## src/rtl/pl_pkg.sv

```systemverilog
// Shared definitions for the PLCPU pipeline.
//   XLEN             : architectural data/address width
//   NOP_INST         : canonical bubble instruction (addi x0, x0, 0)
//   DEFAULT_RESET_PC : PC value taken out of reset unless overridden
//   fetch_state_t    : fetch FSM states (RUN, HALT)
package pl_pkg;

  localparam int XLEN = 32;

  localparam logic [XLEN-1:0] NOP_INST         = 32'h0000_0013;
  localparam logic [XLEN-1:0] DEFAULT_RESET_PC = 32'h0000_0000;

  typedef enum logic {
    RUN  = 1'b0,
    HALT = 1'b1
  } fetch_state_t;

endpackage

```

## src/rtl/pl_fetch_stage_if_id_reg.sv

```systemverilog
// IF/ID pipeline register with hold, bubble-load and asynchronous reset.
// Ports:
//   clk, rst      : clock, asynchronous active-high reset
//   hold          : keep the current contents
//   bubble        : load an invalid NOP (wins over hold)
//   next_pc/pc4/inst : instruction loaded when neither hold nor bubble
//   valid, pc, pc4, inst : registered IF/ID contents
module if_id_reg
  import pl_pkg::*;
(
  input  logic            clk,
  input  logic            rst,
  input  logic            hold,
  input  logic            bubble,
  input  logic [XLEN-1:0] next_pc,
  input  logic [XLEN-1:0] next_pc4,
  input  logic [XLEN-1:0] next_inst,
  output logic            valid,
  output logic [XLEN-1:0] pc,
  output logic [XLEN-1:0] pc4,
  output logic [XLEN-1:0] inst
);

  always_ff @(posedge clk or posedge rst) begin
    if (rst) begin
      valid <= 1'b0;
      pc    <= '0;
      pc4   <= 32'd4;
      inst  <= NOP_INST;
    end else if (bubble) begin
      // pc/pc4 keep their last value; only valid and inst mark the bubble
      valid <= 1'b0;
      inst  <= NOP_INST;
    end else if (!hold) begin
      valid <= 1'b1;
      pc    <= next_pc;
      pc4   <= next_pc4;
      inst  <= next_inst;
    end
  end

endmodule

```

## src/rtl/pl_fetch_stage.sv

```systemverilog
// Instruction-fetch stage: owns the PC, drives the instruction-memory
// address and loads the IF/ID register. Obeys hazard-unit stalls and
// EX-stage redirects, and stops fetching once the PC passes the last
// instruction of the loaded program.
// Ports:
//   clk, rst        : clock, asynchronous active-high reset
//   stall_i         : load-use stall, freezes PC and IF/ID (ignored in HALT)
//   flush_i         : taken branch/jump, redirect to redirect_pc_i
//   redirect_pc_i   : redirect target, low two bits dropped
//   imem_addr_o     : byte address to instruction memory (always the PC)
//   imem_rdata_i    : combinational instruction word at imem_addr_o
//   if_id_*_o       : IF/ID register contents
//   halted_o        : fetch has stopped past MAX_INST_ADDR
//   fetch_count_o   : saturating count of valid instructions loaded
module pl_fetch_stage
  import pl_pkg::*;
#(
  parameter int              IMEM_DEPTH    = 1024,
  parameter logic [XLEN-1:0] MAX_INST_ADDR = 32'h34,
  parameter logic [XLEN-1:0] RESET_PC      = DEFAULT_RESET_PC
) (
  input  logic            clk,
  input  logic            rst,
  input  logic            stall_i,
  input  logic            flush_i,
  input  logic [XLEN-1:0] redirect_pc_i,
  output logic [XLEN-1:0] imem_addr_o,
  input  logic [XLEN-1:0] imem_rdata_i,
  output logic            if_id_valid_o,
  output logic [XLEN-1:0] if_id_pc_o,
  output logic [XLEN-1:0] if_id_pc4_o,
  output logic [XLEN-1:0] if_id_inst_o,
  output logic            halted_o,
  output logic [XLEN-1:0] fetch_count_o
);

  // One extra bit so IMEM_DEPTH*4 cannot overflow the comparison.
  localparam logic [XLEN:0] IMEM_BYTES = {1'b0, 32'(IMEM_DEPTH)} << 2;

  function automatic logic [XLEN-1:0] sat_inc(input logic [XLEN-1:0] c);
    return (c == '1) ? c : c + 32'd1;
  endfunction

  fetch_state_t    state, state_next;
  logic [XLEN-1:0] pc, pc_next, pc_plus4, target;
  logic            ifid_hold, ifid_bubble, count_inc;
  logic            unused_redirect_low;

  assign target              = {redirect_pc_i[XLEN-1:2], 2'b00};
  assign unused_redirect_low = ^redirect_pc_i[1:0];
  assign pc_plus4            = pc + 32'd4;
  assign imem_addr_o         = pc;

  always_ff @(posedge clk or posedge rst) begin
    if (rst) begin
      state         <= RUN;
      pc            <= RESET_PC;
      halted_o      <= 1'b0;
      fetch_count_o <= '0;
    end else begin
      state    <= state_next;
      pc       <= pc_next;
      // Registered alongside the state so it is high in the first HALT cycle.
      halted_o <= (state_next == HALT);
      if (count_inc) fetch_count_o <= sat_inc(fetch_count_o);
    end
  end

  // Priority: flush > stall > halt check > normal fetch.
  always_comb begin
    state_next  = state;
    pc_next     = pc;
    ifid_hold   = 1'b0;
    ifid_bubble = 1'b0;
    count_inc   = 1'b0;
    if (flush_i) begin
      pc_next     = target;
      ifid_bubble = 1'b1;
      if (target > MAX_INST_ADDR || {1'b0, target} >= IMEM_BYTES)
        state_next = HALT;
      else
        state_next = RUN;
    end else begin
      unique case (state)
        RUN: begin
          if (stall_i) begin
            ifid_hold = 1'b1;
          end else if (pc > MAX_INST_ADDR) begin
            state_next  = HALT;
            ifid_bubble = 1'b1;
          end else begin
            pc_next   = pc_plus4;
            count_inc = 1'b1;
          end
        end
        HALT: begin
          ifid_bubble = 1'b1;
        end
      endcase
    end
  end

  // IF -> ID stage boundary
  if_id_reg u_if_id_reg (
    .clk       (clk),
    .rst       (rst),
    .hold      (ifid_hold),
    .bubble    (ifid_bubble),
    .next_pc   (pc),
    .next_pc4  (pc_plus4),
    .next_inst (imem_rdata_i),
    .valid     (if_id_valid_o),
    .pc        (if_id_pc_o),
    .pc4       (if_id_pc4_o),
    .inst      (if_id_inst_o)
  );

endmodule

```

## config.mk

```make
export PLATFORM = sky130hd
export DESIGN_NAME = pl_fetch_stage
export DESIGN_NICKNAME = d
export VERILOG_FILES = /design/src/rtl/pl_pkg.sv /design/src/rtl/pl_fetch_stage_if_id_reg.sv /design/src/rtl/pl_fetch_stage.sv
export SDC_FILE = /design/constraint.sdc
export NUM_CORES = 1
export LEC_CHECK = 0
export CORE_AREA = 3 3 104 145
export CTS_CLUSTER_DIAMETER = 80
export DETAILED_ROUTE_END_ITERATION = 8
export DIE_AREA = 0 0 107 148
export PLACE_DENSITY = 0.77
export SLEW_MARGIN = 25
export SYNTH_ARGS = -nofsm -noshare
export SYNTH_HDL_FRONTEND = slang
export SYNTH_SLANG_ARGS = --single-unit
export TNS_END_PERCENT = 30
```

## constraint.sdc

```tcl
create_clock -name clk -period 8.9 [get_ports clk]
set_input_delay 0.89 -clock clk [delete_from_list [all_inputs] [get_ports clk]]
set_output_delay 0.89 -clock clk [all_outputs]
set_load 0.05 [all_outputs]
```

### Word-level counts from Yosys, hierarchy flattened

Index checks and enable logic that the tools add are counted.

| word-level totals | value |
|---|---|
| RAM bits | 0 |
| bits in latches | 0 |
| bits in read-only memories | 0 |
| output and inout port bits | 162 |
| flip-flop bits (word level) | 162 |
| input port bits | 68 |
| memories kept | 0 |

| cells by class | value |
|---|---|
| reductions and logical operators | 4 |
| bitwise gates (word level) | 4 |
| div/mod/pow operators | 0 |
| equal/unequal tests | 5 |
| add/subtract/negate cells | 2 |
| multiplexer cells | 22 |
| multipliers | 0 |
| order comparisons | 3 |
| shifts and indexed selects | 0 |

Operators with widths:

| operator | count |
|---|---|
| $mux W32 | 6 |
| $gt A32 B6 Y1 const B | 2 |
| $add A32 B1 Y32 const B | 1 |
| $add A32 B3 Y32 const B | 1 |
| $eq A32 B32 Y1 const B | 1 |
| $ge A32 B13 Y1 const B | 1 |
| $mux W1 | 15 |
| $ne A2 B2 Y1 const B | 3 |
| $not A1 Y1 | 4 |
| $reduce_and A2 Y1 | 2 |
| $reduce_and A3 Y1 | 1 |
| $ne A2 B1 Y1 const B | 1 |
| $pmux W1 S2 | 1 |
| $logic_or A1 B1 Y1 | 1 |

### Longest topological paths before layout

Gate-level depths: netlist of run 1.

| logic depth | value |
|---|---|
| depth in word-level cells | 7 |
| mapped depth | 10 |
| depth with buffers taken out | 7 |

### Cells and area by module

Synthesis of run 1 repeated with hierarchy kept, for this count alone.

| second synthesis, totals | value |
|---|---|
| cell total of the unflattened synthesis | 587 |
| area, all modules | 7379.6 um^2 |

Modules (own cells, without submodules):

| module | times used | cells each | area each (um^2) |
|---|---|---|---|
| if_id_reg | 1 | 243 | 3741.1 |
| pl_fetch_stage | 1 | 344 | 3638.5 |

### Worst setup path before layout of run 1

No wires, ideal clock.

| timing path | value |
|---|---|
| path kind | input-to-reg |
| from | input flush_i |
| to | register u_if_id_reg.pc4[10] |
| setup time | 0.119 ns |
| path slack | 6.498 ns |
| stages | 7 |
| arrival | 2.283 ns |
| cell sequence | buf_6 -> or3_1 -> or3_1 -> buf_2 -> buf_2 -> clkbuf_1 -> and2_1 |

| between the ends | value |
|---|---|
| longest elaborated chain between the ends | 3 |
| elaborated cells on any way between the ends | 5 |
| classes of those cells | mux (2); bitwise (2); reduce/logical (1) |

RTL lines:

| element | RTL line | source |
|---|---|---|
| from (decl) | pl_fetch_stage.sv:25 | `input logic flush_i,` |
| $mux W1 | pl_fetch_stage.sv:76 | `if (flush_i) begin` |
| $not A1 Y1 (no source line) | n/a |  |
| $reduce_and A2 Y1 (no source line) * | n/a |  |
| to (signal assigned) | pl_fetch_stage_if_id_reg.sv:37 | `pc4 <= next_pc4;` |
| to (decl) | pl_fetch_stage_if_id_reg.sv:20 | `output logic [XLEN-1:0] pc4,` |

Mark *: on every way between the ends. The rest lies on a longest branch, timed or not.
A chain may end at the register's enable or synchronous reset.

### Worst setup path after layout of run 1

| timing path | value |
|---|---|
| from | input stall_i |
| to | register fetch_count_o[25] |

| between the ends | value |
|---|---|
| longest elaborated chain between the ends | 4 |

RTL lines:

| element | RTL line | source |
|---|---|---|
| from (decl) | pl_fetch_stage.sv:24 | `input logic stall_i,` |
| $mux W1 | pl_fetch_stage.sv:86 | `if (stall_i) begin` |
| $mux W1 | pl_fetch_stage.sv:84 | `unique case (state)` |
| $mux W1 | pl_fetch_stage.sv:76 |  |
| $reduce_and A2 Y1 (no source line) | n/a |  |
| to (signal assigned) | pl_fetch_stage.sv:65 | `if (count_inc) fetch_count_o <= sat_inc(fetch_count_o);` |
| to (decl) | pl_fetch_stage.sv:34 | `output logic [XLEN-1:0] fetch_count_o` |

Every way passes these cells.

==> run metrics, run 1 <==
outcome completed; Post-Synth XOR/XNOR Area 0.04670; Worst-Skew Late Latency roughly 0.42 ns; simple-gate share of the synthesized area 0.1690; IO buf count 221; Avg WL per Cell 18.01 um; Hold-fix buffers, CTS 0; DRT Wirelength between 15 and 20 mm; fin crit share 0.3129; Initial Util 0.4428; CTS buffer count 17; Worst-Margin Slew roughly 0.86 ns; initial antenna violation count 0; Clock Tree Root clkbuf_16; Die W around 110 um; Final nets between 700 and 800; largest net degree at the start of global routing 85; min-delay worst type reg2reg; area of the core about 14000 sq um; remaining global-route overflow 0; Period minus WS final around 2.8 ns; clock tree buffer depth 2; Post-DP HPWL 11.62 mm; max frequency 359.1 MHz; DRT iter0 DRCs 208; drt drc 0; share of post-route cells with drive strength above 1 0.1036; Core Util, Final 0.6497; Synth Cell Area between 6000 and 7000 sq um; Top Ports 230; Worst Setup End Kind register; met2 usage 0.3629; Slew Limit Fails 0; Hold Vio Cnt, Final 0; Max FO, Critical Path 68; Clock Sinks 156; placed cell area ~8500 sq um; CTS clk-pin slew, worst paths 0.06 ns; Setup TNS Final 0 ns; Setup CP Type in2reg; worst vdd rail ir drop about 0.00012 V; endpoints failing setup 0; CTS tree done; post-route cell area 9079 sq um; Critical Path Source Type primary input; Synth Register Bits 156; grt met1 use 0.2456; H-Tree Depth 4; Reg2Reg Setup Slack between 6 and 7 ns; synthesized instance count between 400 and 500; Syn Area/Cell 12.79 sq um; Die Ht around 150 um; total of max-cap violations 0; RSZ-0062 raised after global routing no; GRT Overall Usage 0.2095; Post-CTS Setup Bufs 0; Yosys cell types 40; final setup skew 0.01691 ns; Leak 3.916 nW; Worst EP required around 9.2 ns; sequential share of the synthesized area 0.6316; multiplexer area fraction after synthesis 0.05257; total number of vias 4644; Antenna Nets Post-Route 0; Worst Path Arrival between 3 and 4 ns; largest family of logic cells by synthesized area simple AND/OR/NAND/NOR gates; Die Footprint 15840 sq um; PD cells around 170 nW/um^2; Top Usage Layer GRT met2; Layout Area Growth over Synthesis 46.70%; warnings from Yosys 0; met3 usage in global routing 0.07383; Final GP Congestion 0.8504; vias in the first global route slightly below 5000; Adder-Cell Fraction of Synth Area 0.008087; FP Rows approximately 50; via density per instance approximately 5.2; first-pass GRT wire length roughly 26 mm; post-synthesis compound-gate area fraction 0.06247; ant diodes 0; post-CTS sizing 0; first drt pass iteration count 4; relative slew slack 0.4228
layout make-up:
type / count / area [sq um]
Clock buffer: 18 / 429.2
Sequential cell: 156 / 3909
Multi-Input combinational cell: 297 / 2131
Fill cell: 1074 / 4896
Tap cell: 185 / 231.5
Timing Repair Buffer: 225 / 2246
Clock inverter: 14 / 112.6
Inverter: 4 / 20.02
synth_stat cells (all sizes together):
| cell type | number | area share |
|---|---|---|
| a221o | 1 | 0.0016 |
| nor2 | 9 | 0.0055 |
| ha | 4 | 0.0081 |
| nand2b | 2 | 0.0020 |
| o22a | 3 | 0.0042 |
| a22oi | 1 | 0.0012 |
| nor4 | 16 | 0.019 |
| nor3b | 2 | 0.0024 |
| dfstp | 4 | 0.017 |
| xor2 | 4 | 0.0057 |
| a22o | 29 | 0.041 |
| nor4b | 1 | 0.0014 |
| nor2b | 1 | 0.0010 |
| nand4bb | 1 | 0.0018 |
| or4 | 1 | 0.0012 |
| nor3 | 3 | 0.0024 |
| and2 | 58 | 0.059 |
| nand3 | 16 | 0.013 |
| and3 | 10 | 0.010 |
| and4 | 9 | 0.013 |
| dfrtp | 152 | 0.61 |
| xnor2 | 29 | 0.041 |
| a21oi | 5 | 0.0040 |
| o211ai | 1 | 0.0012 |
| buf | 19 | 0.019 |
| nand2 | 22 | 0.013 |
| mux2i | 1 | 0.0016 |
| a211o | 1 | 0.0014 |
| o21bai | 1 | 0.0012 |
| or3 | 2 | 0.0020 |
| o21ai | 8 | 0.0065 |
| mux2 | 28 | 0.051 |
| conb | 1 | 0.00061 |
| nand4 | 22 | 0.022 |
| inv | 4 | 0.0024 |
| clkbuf | 13 | 0.0079 |
where the power goes:
part / switching [W] / internal [W]
sequential: 0.0000165 / 0.000725
clock: 0.000299 / 0.000361
combinational: 0.000102 / 0.0000682
total: 0.000418 / 0.00115
worst max-delay path, stage by stage:
cell and delay (ns):
clkdlybuf4s50_1 0.48, or3_1 0.45, or3_4 0.66, nor4_1 0.47, xor2_1 0.17
flip-flops by register name (all words and copies together) (netlist names):
name and flops:
u_if_id_reg.inst 32, u_if_id_reg.pc 30, state 1, imem_addr_o 30
fetch_count_o 32, u_if_id_reg.pc4 30, u_if_id_reg.valid 1
metrics by stage:
stage | worst slack (ns) | cells | hold slack, ns | total power [W]
2_1_floorplan | 3.810 | 489 | 0.5889 | 0.0008495
3_3_place_gp | 5.476 | 867 | 0.4608 | 0.0009222
3_5_place_dp | 5.393 | 867 | 0.4692 | 0.0009247
4_1_cts | 5.829 | 899 | 0.4826 | 0.001590
5_1_grt | 6.029 | 899 | 0.5055 | 0.001631
6_report | 6.115 | 899 | 0.4814 | 0.001573
per-layer routing:
| layer | part of all wire | vias to the layer above |
|---|---|---|
| met3 | 0.068 | 10 |
| met5 | 0 | - |
| met1 | 0.38 | 2334 |
| met2 | 0.54 | 161 |
| met4 | 0.0095 | 0 |
| li1 | - | 2139 |
cell families (layout without fill, tap and decap cells):
logic type                 Yosys count  count (layout)
and+or+nand+nor                    175             175
adders and majority gates            4               4
AOI/OAI and AO/OA                   50              50
xor gates and xnor gates            33              33
DFF                                156             156
muxes                               29              29
buffers and inverters               36             261
other                                1               6
placed cells by master, fill, tap and decap left out, types with 8 or more instances in the layout:
cell,Yosys,routed
o21ai_0,8,8
and3_1,10,10
and2_1,58,57
nor2_1,9,9
mux2_2,28,28
nand2_1,22,22
nand3_1,16,16
nor4_1,13,13
a22o_1,29,29
clkbuf_16,0,17
clkdlybuf4s50_1,0,221
dfrtp_1,152,152
xnor2_1,29,29
nand4_1,22,22
and4_1,9,9
worst paths after layout:
kind                            cells past startpoint              endpoint         startpoint
min in group asynchronous                           2  u_if_id_reg.inst[19]                rst
worst min register to register                      2     u_if_id_reg.pc[4]  u_if_id_reg.pc[4]
worst min-delay path                                2     u_if_id_reg.pc[4]  u_if_id_reg.pc[4]
worst max-delay path                                5     fetch_count_o[25]            stall_i
worst max register to register                      5      fetch_count_o[1]  fetch_count_o[27]
max in group asynchronous                           3   u_if_id_reg.inst[8]                rst
No activity file was read; power rests on OpenSTA's default activity.
==> run 2: changes to the inputs <==
CORE_AREA = 3 3 110 154   (was 3 3 104 145)
DIE_AREA = 0 0 113 157   (was 0 0 107 148)
PLACE_DENSITY = 0.72   (was 0.77)
clock period = 2.5 ns   (was 8.9 ns; I/O delays follow)
==> run metrics, run 2 (synthesis results as in run 1) <==
outcome completed; CTS buffer count 17 (unchanged); Worst EP required 2.80 ns (-6.44 ns); part of the power in the clock network 0.465 (+0.045); Top Ports 230 (unchanged); Clock Tree Root clkbuf_16; Die Ht 157 um (+6.1%); WHS 0.3347 ns (-0.1467 ns); RSZ-0062 raised after global routing no; CTS tree done; Worst-Margin Slew 0.7750 ns (-0.08279 ns); first-pass GRT wire length 26.20 mm (about the same); DRT iter0 DRCs 181 (-13%); Hold-fix buffers, CTS 0 (unchanged); Avg WL per Cell 17.60 um (-2.3%); Worst-Skew Late Latency 0.41 ns (about the same); Final GP Congestion 0.8040 (-5.5%); Initial Util 0.3948 (-0.04804); first drt pass iteration count 4 (unchanged); Post-CTS Setup Bufs 0 (unchanged); PD cells 650.8 nW/um^2 (+280%); Internal Pwr Total 0.004652 W (+300%); Switching Share 0.2378 (-0.02801); total number of vias 4706 (+1.3%); largest net degree at the start of global routing 67 (-21%); Leak 4.077 nW (+4.1%); FP Rows 54 (+5.9%); share of post-route cells with drive strength above 1 0.1219 (+0.01828); vias in the first global route 4938 (-0.52%); Tot Pwr 0.006104 W (+290%); IO buf count 221 (unchanged); final setup skew 0.01028 ns (-0.006633 ns); Slew Limit Fails 0 (unchanged); relative slew slack 0.4822 (+0.05938); Layout Area Growth over Synthesis 51.58%; post-CTS sizing 0 (unchanged); Max FO, Critical Path 66 (-2.9%); worst slack at placement 0.1342 ns (-5.259 ns); initial antenna violation count 0 (unchanged); Die W 113 um (+5.6%); combinational share of power 0.103 (-0.005); Post-DP HPWL 12.06 mm (+3.8%); Die Footprint 17740 sq um (+12%); net switching power 0.001452 W (+250%); Clock Sinks 156 (unchanged); clock tree buffer depth 2 (unchanged); Setup CP Type reg2reg; Antenna Nets Post-Route 0 (unchanged); remaining global-route overflow 0 (unchanged); Largest regs fetch_count_o x32, u_if_id_reg.inst x32; ant diodes 0 (unchanged); leading cell type in the layout, fill and taps excluded clkdlybuf4s50_1; total of max-cap violations 0 (unchanged); max frequency ~450 MHz; Final nets 789 (+2.1%); Worst Path Arrival 2.50 ns (-0.62 ns); area of the core 15680 sq um (+12%); via density per instance 5.082 (-1.6%); Reg power frac 0.432 (-0.039); worst vdd rail ir drop 0.0004659 V (+290%); CTS clk-pin slew, worst paths 0.06 ns (about the same); endpoints failing setup 0 (unchanged); min-delay worst type in2async; commonest non-fill, non-tap cells in the layout 221 x clkdlybuf4s50_1, 152 x dfrtp_1, 58 x and2_1, 29 x a22o_1, 29 x xnor2_1; Critical Path Source Type register; Hold Vio Cnt, Final 0 (unchanged); Setup TNS Final 0 ns (unchanged); drt drc 0 (unchanged); Fillers 1322 (+23%); Period minus WS final between 2 and 2.5 ns; H-Tree Depth 4 (unchanged); Setup WS post-layout 0.2959 ns (-5.819 ns); fin crit share 0.8817; Worst Setup End Kind register; GRT Overall Usage 0.1857 (-0.02383); DRT Wirelength 16.30 mm (+0.66%)
==> run 2: changes by cell type in the layout (fill, tap and decap cells not counted), sizes merged <==
cell,previous run,this run
buf,4,20
inv,8,6
clkbuf,18,19
bufinv,0,5
clkinvlp,6,2
==> run 2: layer usage <==
layer,vias up,GRT usage,wire [um]
li1,2167,-,-
met1,2326,0.2267,6603
met2,193,0.3203,8311
met3,20,0.05346,1154
met4,0,0.05441,229
met5,-,0,0
==> run 2: stage by stage <==
step | instances | cell area (sq um) | util
after floorplan | 489 | 6211 | -
after global placement | 894 | 8723 | 0.5565
after detailed placement | 894 | 8723 | 0.5565
after CTS | 926 | 9380 | 0.5984
after global routing | 926 | 9380 | 0.5984
final | 926 | 9380 | 0.5984
==> run 2: worst paths after layout <==
| path | from | end | slack [ns] | cells after the start |
|---|---|---|---|---|
| max | imem_addr_o[2] | u_if_id_reg.pc[9] | 0.30 | 7 |
| min in group clk | redirect_pc_i[2] | imem_addr_o[2] | 0.40 | 3 |
| max reg2reg | imem_addr_o[2] | u_if_id_reg.pc[9] | 0.30 | 7 |
| min | rst | u_if_id_reg.inst[17] | 0.33 | 2 |
| min reg2reg | u_if_id_reg.valid | u_if_id_reg.valid | 0.48 | 2 |
| max in group asynchronous | rst | u_if_id_reg.inst[4] | 1.50 | 3 |
==> run 2: power groups by stage <==
| stage | Clock [W] | Sequential (W) | Combinational, W |
|---|---|---|---|
| after CTS | 0.00290 | 0.00264 | 0.000635 |
| after global placement | 0 | 0.00268 | 0.000623 |
| final | 0.00284 | 0.00264 | 0.000627 |
| after floorplan | 0 | 0.00287 | 0.000154 |
| after global routing | 0.00302 | 0.00265 | 0.000661 |
| after detailed placement | 0 | 0.00268 | 0.000632 |
==> run 2: layout make-up <==
type	instances	area (sq um)	share of cell area
timing repair buffer	241	2425	0.2585
inverter	4	18.77	0.002001
clock inverter	13	214.0	0.02281
tap	196	245.2	0.02614
multi-input combinational	297	2126	0.2266
clock buffer	19	442.9	0.04722
sequential	156	3909	0.4167
==> run 2: worst max-delay path, stage by stage, from the launching register on <==
cell       delay (ns)
dfrtp_1          0.47
inv_1            0.12
ha_1             0.14
nand4bb_1        0.14
nand4_1          0.15
or3_2            0.50
buf_4            0.31
and2_1           0.24
==> run 3: changes to the inputs <==
PLACE_DENSITY = 0.75   (was 0.72)
==> run metrics, run 3 (synthesis results as in run 1) <==
outcome completed; H-Tree Depth 4 (unchanged); commonest non-fill, non-tap cells in the layout 221 x clkdlybuf4s50_1, 152 x dfrtp_1, 58 x and2_1, 29 x a22o_1, 29 x xnor2_1; final setup skew 0.007813 ns (-0.002468 ns); share of post-route cells with drive strength above 1 0.1172 (-0.004676); Largest regs fetch_count_o x32, u_if_id_reg.inst x32; Max FO, Critical Path 63 (-4.5%); FF-to-FF Start imem_addr_o[3]; Post-DP HPWL 11.82 mm (-2.0%); CP max stage delay 0.55 ns (+0.05 ns); Hold Vio Cnt, Final 0 (unchanged); Worst Setup End Kind register; register area 3909 sq um (unchanged); Clock Tree Root clkbuf_16; vias in the first global route 5060 (+2.5%); post-route cell area 9238 sq um (-1.5%); Initial Util 0.3948 (unchanged); post-CTS sizing 0 (unchanged); CTS clk-pin slew, worst paths 0.06 ns (about the same); Fillers 1309 (-0.98%); Avg WL per Cell 17.41 um (-1.1%); Die Footprint 17740 sq um (unchanged); total of max-cap violations 0 (unchanged); Leak 3.994 nW (-2.0%); Worst EP required 2.80 ns (about the same); placed cell area 8661 sq um (-0.72%); Hold-fix buffers, CTS 0 (unchanged); Worst-Skew Late Latency 0.42 ns (about the same); ant diodes 0 (unchanged); DRT iter0 DRCs 132 (-27%); Slew Limit Fails 0 (unchanged); CTS tree done; Setup CP Type reg2reg; Slowest-stage cell, CP or3_2; fin crit share 0.9095 (+0.02788); Worst Path Arrival 2.57 ns (+0.07 ns); Setup TNS Final 0 ns (unchanged); RSZ-0062 raised after global routing no; relative slew slack 0.6175 (+0.1353); min-delay worst type in2async; Clock Sinks 156 (unchanged); Layout Area Growth over Synthesis 49.27%; PD cells 619.0 nW/um^2 (-4.9%); FP Rows 54 (unchanged); Core Util, Final 0.5893 (-0.009100); DRT Wirelength 16.03 mm (-1.6%); Reg2Reg Setup Slack 0.23 ns (-0.07 ns); WHS 0.3203 ns (-0.01441 ns); Worst-Margin Slew 0.5719 ns (-0.2031 ns); first drt pass iteration count 4 (unchanged); max frequency 439.8 MHz (-3.1%); clock tree buffer depth 2 (unchanged); Final nets 784 (-0.63%); Top Ports 230 (unchanged); Post-CTS Setup Bufs 0 (unchanged); IO buf count 221 (unchanged); initial antenna violation count 0 (unchanged); Crit. Startpoint imem_addr_o[3]; Final GP Congestion 0.8075 (+0.44%); largest net degree at the start of global routing 80 (+19%); first-pass GRT wire length 26.24 mm (+0.16%); endpoints failing setup 0 (unchanged); via density per instance 5.061 (-0.42%); area of the multi-input gates 2126 sq um (unchanged); CTS buffer count 17 (unchanged); drt drc 0 (unchanged); remaining global-route overflow 0 (unchanged); area of the core 15680 sq um (unchanged); leading cell type in the layout, fill and taps excluded clkdlybuf4s50_1; Period minus WS final 2.274 ns (+0.06971 ns); worst vdd rail ir drop 0.0004118 V (-12%); total number of vias 4661 (-0.96%); placed cells 889 (-0.56%); worst r2r path cells 7 (unchanged); Die Ht 157 um (unchanged); worst path cell trace inv_1, ha_1, nand4bb_1, nand4_1, or3_2, buf_4, and2_1; Final Non-Filler Cells 921 (-0.54%); GRT Overall Usage 0.1862 (+0.0005311); Critical Path Source Type register; Die W 113 um (unchanged); worst r2r dst u_if_id_reg.pc[31]; Antenna Nets Post-Route 0 (unchanged)
run 3: routing by layer:
layer	track usage	up-vias	part of all wire
li1	-	2167	-
met1	0.2098	2293	0.39
met2	0.3271	177	0.52
met3	0.06385	24	0.072
met4	0.06758	0	0.021
met5	0	-	0
run 3: report_power, final:
part           internal [W]  total, W  switching (W)
Combinational      0.000251  0.000616       0.000365
Clock               0.00141   0.00247        0.00105
Sequential          0.00258   0.00264      0.0000561
Total               0.00425   0.00572        0.00147
run 3: stage by stage:
step | power (W) | setup WS [ns]
global route | 0.005950 | 0.07553
detailed placement | 0.003307 | 0.08004
finish | 0.005719 | 0.2261
global placement | 0.003292 | 0.1492
CTS | 0.005799 | 0.2021
floorplan | 0.003025 | 0.2599
run 3: critical path: cells and delay by family, from the launching register on:
family	cells	cell delay, ns
flops	1	0.42
buf+inv	2	0.44
simple gates	4	1.09
fa+ha+maj	1	0.16
run 3: layout make-up:
class                           count  area share
Sequential cell                   156      0.4231
Inverter                            4    0.002032
Multi-Input combinational cell    297      0.2301
Clock buffer                       18     0.04754
Timing Repair Buffer              236      0.2557
Clock inverter                     14     0.01490
Tap cell                          196     0.02655
run 3: worst max-delay path by stage:
stage	to	slack, ns	cells past startpoint
after floorplan	u_if_id_reg.pc4[10]	0.26	8
after global placement	u_if_id_reg.pc[25]	0.15	5
after detailed placement	u_if_id_reg.pc[4]	0.08	6
after CTS	u_if_id_reg.pc[4]	0.20	6
after global routing	u_if_id_reg.pc[31]	0.08	5
final	u_if_id_reg.pc[31]	0.23	7
==> variant (settings of run 3) <==
Change the package constant `XLEN` from 32 to 16.
--- a/src/rtl/pl_pkg.sv
+++ b/src/rtl/pl_pkg.sv
@@ -7,3 +7,3 @@
 
-  localparam int XLEN = 32;
+  localparam int XLEN = 16;
 
Interface: changed (7 resized); port bits go from 230 to 118. The function was not compared with the original's and may differ.
==> variant against run 3 <==
Count of clock-buffer cells in the layout decreased by 8; critical path type unchanged; final area decreased by 46%; setup slack improved by 110 ps; total power decreased by 46%; cell count decreased by 36%; highest routed layer unchanged; wire length decreased by 42%; synthesized area decreased by 46%; sequential cell count decreased by 80; critical path depth unchanged.
==> variant: results (changes against run 3) <==
========================================================================================
Outcome ................................................................... finished clean   unchanged
Skew-Pair Late Insertion Delay ............................................       330 ps   was 420 ps
Layout cells sized above 1 ................................................        14.5%   was 11.7%
Most used standard cells in the synthesized netlist ....................... dfrtp_1 (72), and2_1 (19), mux2_2 (17)   was dfrtp_1 (152), and2_1 (58), a22o_1 (29), xnor2_1 (29), mux2_2 (28)
Number of cells in the finished layout apart from fillers .................          588   was 921
FF-to-FF End .............................................................. u_if_id_reg.pc[4]   was u_if_id_reg.pc[31]
Leak Pwr ..................................................................      2.12 nW   was 3.99 nW
Number of buffer cells added on primary ports .............................          109   was 221
Total instance count after detailed placement .............................          572   was 889
Number of fill cells in the layout ........................................         1590   was 1309
Maximum number of pins on one net before global-route repair ..............           46   was 80
Worst VDD drop ............................................................     0.325 mV   was 0.412 mV
Post-DR wirelength/cell ...................................................      15.8 um   was 17.4 um
DR iter-0 viols ...........................................................          172   was 132
Worst EP arrival ..........................................................      2370 ps   was 2570 ps
Worst clock skew ..........................................................      9.34 ps   was 7.81 ps
Number of nets in the layout ..............................................          427   was 784
CTS H-Tree Depth ..........................................................            3   was 4
Slowest Stage Delay on Critical Path ......................................       440 ps   was 550 ps
Number of distinct library cells after synthesis ..........................           46   was 40
Cell with the largest stage delay on the worst path .......................      dfrtp_1   was or3_2
Clk network pwr share .....................................................        43.5%   was 43.1%
Place WS ..................................................................       347 ps   was 80.0 ps
Internal power of the cells ...............................................      2.23 mW   was 4.25 mW
R2R Setup Slk .............................................................       340 ps   was 230 ps
Syn avg cell area .........................................................    12.4 um^2   was 12.8 um^2
Total half-perimeter wirelength after legalization and detailed placement .      6860 um   was 11800 um
Top cells by area, synth .................................................. dfrtp_1 (54%), mux2_2 (5.7%), xor2_1 (3.7%)   was dfrtp_1 (61%), and2_1 (5.9%), mux2_2 (5.1%)
========================================================================================
-- variant: area by class of cell --
type | count | share of cell area (%)
Multi-Input combinational cell | 175 | 26.7
Clock inverter | 6 | 1.40
Inverter | 6 | 0.475
Clock buffer | 10 | 4.78
Tap cell | 196 | 4.90
Sequential cell | 76 | 38.1
Timing Repair Buffer | 119 | 23.6
-- variant: stage by stage --
stage / area (um^2) / util, % / hold slack [ps]
2_1_floorplan: 3370 / - / 367
3_3_place_gp: 4690 / 29.9 / 464
3_5_place_dp: 4690 / 29.9 / 471
4_1_cts: 5000 / 31.9 / 385
5_1_grt: 5000 / 31.9 / 415
6_report: 5000 / 31.9 / 366
-- variant: cell families after synthesis --
logic type	after synthesis	synth area share [%]
AO/OA/AOI/OAI	36	8.13
XOR/XNOR	17	4.44
adder cells (fa/ha/maj)	4	1.49
buffers and inverters	25	4.03
flip-flops	76	56.8
multiplexers	17	5.70
other	1	0.112
AND/OR/NAND/NOR	95	19.3
-- variant: routing by layer --
layer,share of wire [%],track usage [%],wire [um]
met1,46,13.6,4270
met2,47,16.6,4330
met3,4.8,2.35,444
met4,2.5,4.75,231
met5,0,0,0
-- variant: worst max-delay path, delay by kind of cell, from the launching register on --
family	cells	cell delay, ps
and+or+nand+nor	3	660
DFF	1	440
buffers and inverters	2	410
muxes	1	360
adders and majority gates	1	160
-- variant: worst max-delay path by stage --
stage	slack, ps	cells after the start	endpoint
floorplan	290	8	u_if_id_reg.pc4[4]
global placement	380	7	u_if_id_reg.pc[4]
detailed placement	350	7	u_if_id_reg.pc[4]
CTS	340	7	u_if_id_reg.pc4[3]
global route	190	7	u_if_id_reg.pc[4]
finish	340	7	u_if_id_reg.pc[4]
